<file path="src/rtl/decim_avg.sv">
// Boxcar average-and-dump decimator: averages blocks of 2^LOG2R samples with
// round-half-up and queues each mean in a 2-entry valid/ready output FIFO.
module decim_avg #(
    parameter int WIDTH = 16,
    parameter int LOG2R = 4
) (
    input  logic                    clk,
    input  logic                    rst,
    input  logic                    clr,
    input  logic                    in_valid,
    input  logic signed [WIDTH-1:0] in_data,
    output logic signed [WIDTH-1:0] out_data,
    output logic                    out_valid,
    input  logic                    out_ready,
    output logic                    overrun
);

    localparam int ACC_W = WIDTH + LOG2R;
    localparam int CNT_W = (LOG2R > 0) ? LOG2R : 1;
    localparam logic [CNT_W-1:0] CNT_LAST = CNT_W'((2 ** LOG2R) - 1);

    typedef enum logic [1:0] {
        OCC_EMPTY = 2'd0,
        OCC_ONE   = 2'd1,
        OCC_FULL  = 2'd2
    } occ_t;

    logic signed [ACC_W-1:0] r_acc;
    logic [CNT_W-1:0]        r_cnt;
    occ_t                    r_occ;
    logic signed [WIDTH-1:0] r_head;
    logic signed [WIDTH-1:0] r_tail;
    logic                    r_valid;
    logic                    r_overrun;

    logic signed [ACC_W-1:0] w_in_ext;
    logic signed [ACC_W-1:0] w_sum;
    logic signed [WIDTH-1:0] w_result;
    logic                    w_push;
    logic                    w_pop;
    logic                    w_drop;
    occ_t                    w_occ_next;
    logic signed [WIDTH-1:0] w_head_next;
    logic signed [WIDTH-1:0] w_tail_next;

    // A full block of R samples always fits in WIDTH+LOG2R bits.
    always_comb begin
        w_in_ext = {{LOG2R{in_data[WIDTH-1]}}, in_data};
        w_sum    = r_acc + w_in_ext;
    end

    // (sum + R/2) >>> LOG2R folded into the top WIDTH bits plus the carry
    // produced by the half-LSB bit; the rounded mean cannot wrap.
    if (LOG2R > 0) begin : g_round
        always_comb begin
            w_result = w_sum[ACC_W-1 -: WIDTH] + WIDTH'(w_sum[LOG2R-1]);
        end
    end else begin : g_pass
        always_comb begin
            w_result = w_sum;
        end
    end

    always_comb begin
        w_push = in_valid && (r_cnt == CNT_LAST);
        w_pop  = r_valid && out_ready;
    end

    always_comb begin
        w_occ_next  = r_occ;
        w_head_next = r_head;
        w_tail_next = r_tail;
        w_drop      = 1'b0;
        case (r_occ)
            OCC_EMPTY: begin
                if (w_push) begin
                    w_head_next = w_result;
                    w_occ_next  = OCC_ONE;
                end
            end
            OCC_ONE: begin
                case ({w_push, w_pop})
                    2'b10: begin
                        w_tail_next = w_result;
                        w_occ_next  = OCC_FULL;
                    end
                    2'b01: w_occ_next = OCC_EMPTY;
                    2'b11: w_head_next = w_result;
                    default: ;
                endcase
            end
            OCC_FULL: begin
                case ({w_push, w_pop})
                    2'b10: w_drop = 1'b1;
                    2'b01: begin
                        w_head_next = r_tail;
                        w_occ_next  = OCC_ONE;
                    end
                    2'b11: begin
                        w_head_next = r_tail;
                        w_tail_next = w_result;
                    end
                    default: ;
                endcase
            end
            default: w_occ_next = OCC_EMPTY;
        endcase
    end

    always_ff @(posedge clk or posedge rst) begin
        if (rst) begin
            r_acc     <= '0;
            r_cnt     <= '0;
            r_occ     <= OCC_EMPTY;
            r_head    <= '0;
            r_tail    <= '0;
            r_valid   <= 1'b0;
            r_overrun <= 1'b0;
        end else if (clr) begin
            r_acc     <= '0;
            r_cnt     <= '0;
            r_occ     <= OCC_EMPTY;
            r_valid   <= 1'b0;
            r_overrun <= 1'b0;
        end else begin
            if (in_valid) begin
                if (w_push) begin
                    r_acc <= '0;
                    r_cnt <= '0;
                end else begin
                    r_acc <= w_sum;
                    r_cnt <= r_cnt + 1'b1;
                end
            end
            r_occ   <= w_occ_next;
            r_head  <= w_head_next;
            r_tail  <= w_tail_next;
            r_valid <= (w_occ_next != OCC_EMPTY);
            if (w_drop) begin
                r_overrun <= 1'b1;
            end
        end
    end

    assign out_data  = r_head;
    assign out_valid = r_valid;
    assign overrun   = r_overrun;

endmodule
</file>
<file path="config.mk">
export PLATFORM = sky130hd
export DESIGN_NAME = decim_avg
export DESIGN_NICKNAME = d
export VERILOG_FILES = /design/src/rtl/decim_avg.sv
export SDC_FILE = /design/constraint.sdc
export NUM_CORES = 1
export LEC_CHECK = 0
export ABC_AREA = 1
export BUFFER_PORTS_ARGS = -buffer_cell sky130_fd_sc_hd__buf_2
export CAP_MARGIN = 20
export CORE_ASPECT_RATIO = 1.1
export CORE_MARGIN = 1.5
export CORE_UTILIZATION = 35
export CTS_BUF_LIST = sky130_fd_sc_hd__clkbuf_2 sky130_fd_sc_hd__clkbuf_4 sky130_fd_sc_hd__clkbuf_8
export DETAILED_ROUTE_END_ITERATION = 8
export GPL_ROUTABILITY_DRIVEN = 0
export SLEW_MARGIN = 5
export SYNTH_ARGS = -nofsm -noshare
export SYNTH_HDL_FRONTEND = slang
export SYNTH_SLANG_ARGS = --single-unit
</file>
<file path="constraint.sdc">
create_clock -name clk -period 3.1 [get_ports clk]
set_input_delay 0.62 -clock clk [delete_from_list [all_inputs] [get_ports clk]]
set_output_delay 0.62 -clock clk [all_outputs]
set_load 0.02 [all_outputs]
</file>
==> results.txt <==
The layout-stage area growth over the synthesis result is 17.34%. The maximum vdd ir drop is 0.2198 mV. For this design the ratio of total power to cell area is 528.6 mW/mm^2. The final global-route overflow total came out at 0.

In this run the mean area of a mapped cell was roughly 6.7 sq um. The maximum frequency from static timing analysis is ~370 MHz. The first-pass detailed-route iteration total is 4. The number of antenna violations at the first check in global routing is 0. Once placement completed, the tool counted placed cells totaling between 800 and 900. Data arrives at the worst endpoint at ~2900 ps. The synthesized netlist devotes 2.608% of its cell area to XOR and XNOR gates. The cell count after synthesis came out at around 650. The count of hold-fix buffers inserted at cts came out at 0. The transition time of the tightest slew-check pin came out at 681.1 ps. Counting flops with an async set or reset pin after synthesis yields a share of between 90% and 100%. The clock net sink count came out at 60.

The library cell used most frequently in the layout, excluding fill and tap cells, is sky130_fd_sc_hd__nand2_1. The routed wire length came out at around 12 mm. Setup violations remaining at the end of the flow were counted as 0. The number of I/O pins came out at 39. The count of flip-flops with a built-in enable after synthesis is 0.

The routed via count came out at 4305. The critical path buffer and inverter count came out at 2. The worst setup path is launched from a flop. The nature of the critical path endpoint is a flop.

The data required time of the worst path came out at approximately 3300 ps. The tool flagged a number of max-cap violations equal to 0. The die area is 0.01315 sq mm. The die is around 120 um tall. Row generation in the floorplan step produced between 40 and 50 rows. The endpoint identified for the worst register-to-register timing path is out_data[10].

The library cells used most frequently in the layout, excluding fill and tap cells, are sky130_fd_sc_hd__nand2_1, sky130_fd_sc_hd__inv_1, sky130_fd_sc_hd__nand3_1. During synthesis, Yosys emitted a total of 0 warnings. TritonCTS built the clock tree.

The overall die width is between 100 and 150 um. The worst path needs between 2000 and 3000 ps of the cycle, external delays included. The final critical-path setup slack came out at around 420 ps. The number of gates resized after cts is 0.

The layout net count is ~760. The H-tree depth reported by CTS is 3. Among all flip-flop cells after synthesis, the most frequent one is sky130_fd_sc_hd__dfrtp_1. The static power due to leakage is about 2.9 nW.

The share of post-route cells with drive strength above 1 is a little over an eighth. The worst slew margin relative to its limit is about 55%. The net count after synthesis is ~700. Entering global routing, the biggest net connects 28 pins. The largest fanout of any net on the critical path came out at 3. The worst slack on hold paths came out at 225.5 ps.

The number of clock buffers added by TritonCTS is 9. The number of cells on the critical path came out at 17. The clock latency at the later pin of the worst-skew pair is ~350 ps. The clock transition time at the flip-flop clock pins of the worst setup and hold paths is 70 ps. By area the synthesized netlist is led by sky130_fd_sc_hd__dfrtp_1, sky130_fd_sc_hd__nand2_1, sky130_fd_sc_hd__nand3_1. On the worst path, the slowest cell contributes a delay of approximately 370 ps. The number of max-slew violations in the final report is 0. The area of all placed cells without fillers came out at ~0.0051 sq mm.

The HPWL after detailed placement came out at 9.045 mm. The setup slack at placement came out at -35.89 ps. The initial DRC count is ~260. After floorplanning, the core was sized to cover 0.01209 sq mm. Measured on the finished design, the core utilization comes to roughly 42%. The via count of the first global-routing pass came out at roughly 4300. Using the TritonRoute via totals, the vias-per-cell ratio works out to between 4 and 5. The path type of the worst setup path is reg2reg. The destination of the critical timing path is out_data[10]. The overall routing resource usage is a little under a fifth. The post-synthesis compound-gate area fraction is a little over a tenth. The first global-routing pass estimated 19.75 mm of wire.

The total count of hold-check failures in the final report came to 0. The run finished with clean final reports. Once detail routing completed, the nets flagged for antenna violations numbered 0. The final non-filler cell total came out at between 800 and 900. The effective utilization at floorplan is around 36%. The minimum setup slack among reg-to-reg paths came out at 420 ps. The instance area at placement came out at between 0.004 and 0.005 sq mm. The largest individual stage delay along the critical path comes from the cell sky130_fd_sc_hd__fa_1.

The synthesized netlist devotes under 10% of its cell area to adder and majority cells. The post-synthesis mux area share came out at 0%. The average routed wire per standard cell is about 13 um. The register bit count reported by yosys came out at 60. The final worst-path cycle share is between 80 and 90%. The critical path starts at r_acc[0]. In this design, the critical path's most frequently occurring cell is sky130_fd_sc_hd__nand2_1. The critical path goes through ha_1 -> inv_1 -> fa_1 -> inv_1 -> nand3_1 -> nand3_2 -> xor2_2 -> ha_2 -> ha_1 -> nand2_1 -> nor3_2 -> nand2_2 -> nor2_4 -> xor2_1 -> nand2_1 -> nand2_1 -> nand2_1. The clock tree buffer depth is 2. The netlist area before placement came out at approximately 0.0044 sq mm. The number of antenna diodes in the final layout is 0. Fill cells in the final layout number 1309. The cell family contributing the most delay on the critical path is adder cells. The overall power consumption came out at between 2 and 3 mW. The clock tree skew after final layout is approximately 11 ps. The clock root buffer is sky130_fd_sc_hd__clkbuf_8. In this run the critical register-to-register path is launched from r_acc[0].

Setup repair after global routing left no endpoint under its margin. The synthesized netlist devotes a little over a third of its cell area to simple gates. The register area share after synthesis is approximately a third. The unique cell type count in the Yosys netlist is 35. The dominant combinational cell family by area after synthesis is simple AND/OR/NAND/NOR gates. The path class of the tightest hold or removal check is in2async. The synthesized design devotes to its leading area cell type about a third of total area. The top cell type by total area after synthesis is sky130_fd_sc_hd__dfrtp_1.

The setup TNS is 0 ps. The remaining routing DRC violations is 0. The number of buffers inserted by port buffering came out at 38. The buffers inserted during post-CTS setup optimization is 0. Measured in cells, the most critical reg-to-reg path has a length of 17.
cell type report:
type	instances	area [sq um]	area share, %
flip-flops and latches	60	1501	29.31
well taps	154	192.7	3.762
inverters	84	315.3	6.155
repair buffers	60	355.3	6.937
clock buffers	11	138.9	2.711
multi-input cells	495	2519	49.17
clock inverters	5	100.1	1.954
report_power, final:
group / internal [mW] / switching [mW] / total [mW]
clock: 0.549 / 0.313 / 0.863
combinational: 0.326 / 0.623 / 0.949
sequential: 0.852 / 0.0440 / 0.896
synth_stat cells (2+ instances only):
library cell and count:
sky130_fd_sc_hd__inv_1 83, sky130_fd_sc_hd__nand2_1 227, sky130_fd_sc_hd__o22ai_1 3, sky130_fd_sc_hd__nand3_2 3, sky130_fd_sc_hd__nor2_2 4, sky130_fd_sc_hd__o21ai_1 2, sky130_fd_sc_hd__nor3_1 8, sky130_fd_sc_hd__nand2_2 4
sky130_fd_sc_hd__o21ai_0 33, sky130_fd_sc_hd__a21oi_1 22, sky130_fd_sc_hd__o21a_1 5, sky130_fd_sc_hd__nand4_1 11, sky130_fd_sc_hd__a32o_1 4, sky130_fd_sc_hd__a31oi_1 4, sky130_fd_sc_hd__dfrtp_1 60, sky130_fd_sc_hd__buf_2 2
sky130_fd_sc_hd__xor2_1 12, sky130_fd_sc_hd__nand3_1 64, sky130_fd_sc_hd__clkbuf_1 10, sky130_fd_sc_hd__nor2_1 52, sky130_fd_sc_hd__ha_1 25
sequential cells by signal, summed over array words and instances (netlist names):
name / cells
out_data: 16
out_valid: 1
overrun: 1
r_acc: 20
r_cnt: 4
r_occ: 2
r_tail: 16
routing by layer:
layer	GRT usage, %	up-vias	wire length [um]
met5	0	-	0
met1	24.15	1977	5248
met4	8.036	0	284
li1	-	2220	-
met2	32.10	87	5687
met3	2.988	21	399
cells by family after synthesis:
kind of cell,after synthesis
AND/OR/NAND/NOR,377
XOR/XNOR,13
AO/OA/AOI/OAI,79
adder cells (fa/ha/maj),26
buffers and inverters,97
flip-flops,60
worst min-delay path by stage:
stage	from	to	slack, ps	cells after the start
3_3_place_gp	out_data[8]	out_data[8]	460	2
4_1_cts	rst	out_data[9]	230	2
3_5_place_dp	r_tail[6]	r_tail[6]	460	2
6_report	rst	out_data[14]	230	2
2_1_floorplan	r_tail[6]	r_tail[6]	440	2
5_1_grt	rst	out_data[9]	230	2
worst register-to-register path: stages (launching register included):
cell	delay [ps]
sky130_fd_sc_hd__dfrtp_1	350
sky130_fd_sc_hd__ha_1	170
sky130_fd_sc_hd__inv_1	60
sky130_fd_sc_hd__fa_1	370
sky130_fd_sc_hd__inv_1	90
sky130_fd_sc_hd__nand3_1	80
sky130_fd_sc_hd__nand3_2	100
sky130_fd_sc_hd__xor2_2	160
sky130_fd_sc_hd__ha_2	200
sky130_fd_sc_hd__ha_1	160
sky130_fd_sc_hd__nand2_1	80
sky130_fd_sc_hd__nor3_2	170
sky130_fd_sc_hd__nand2_2	100
sky130_fd_sc_hd__nor2_4	120
sky130_fd_sc_hd__xor2_1	200
sky130_fd_sc_hd__nand2_1	70
sky130_fd_sc_hd__nand2_1	60
sky130_fd_sc_hd__nand2_1	40
Note: power is estimated with default switching activity, not from simulation.
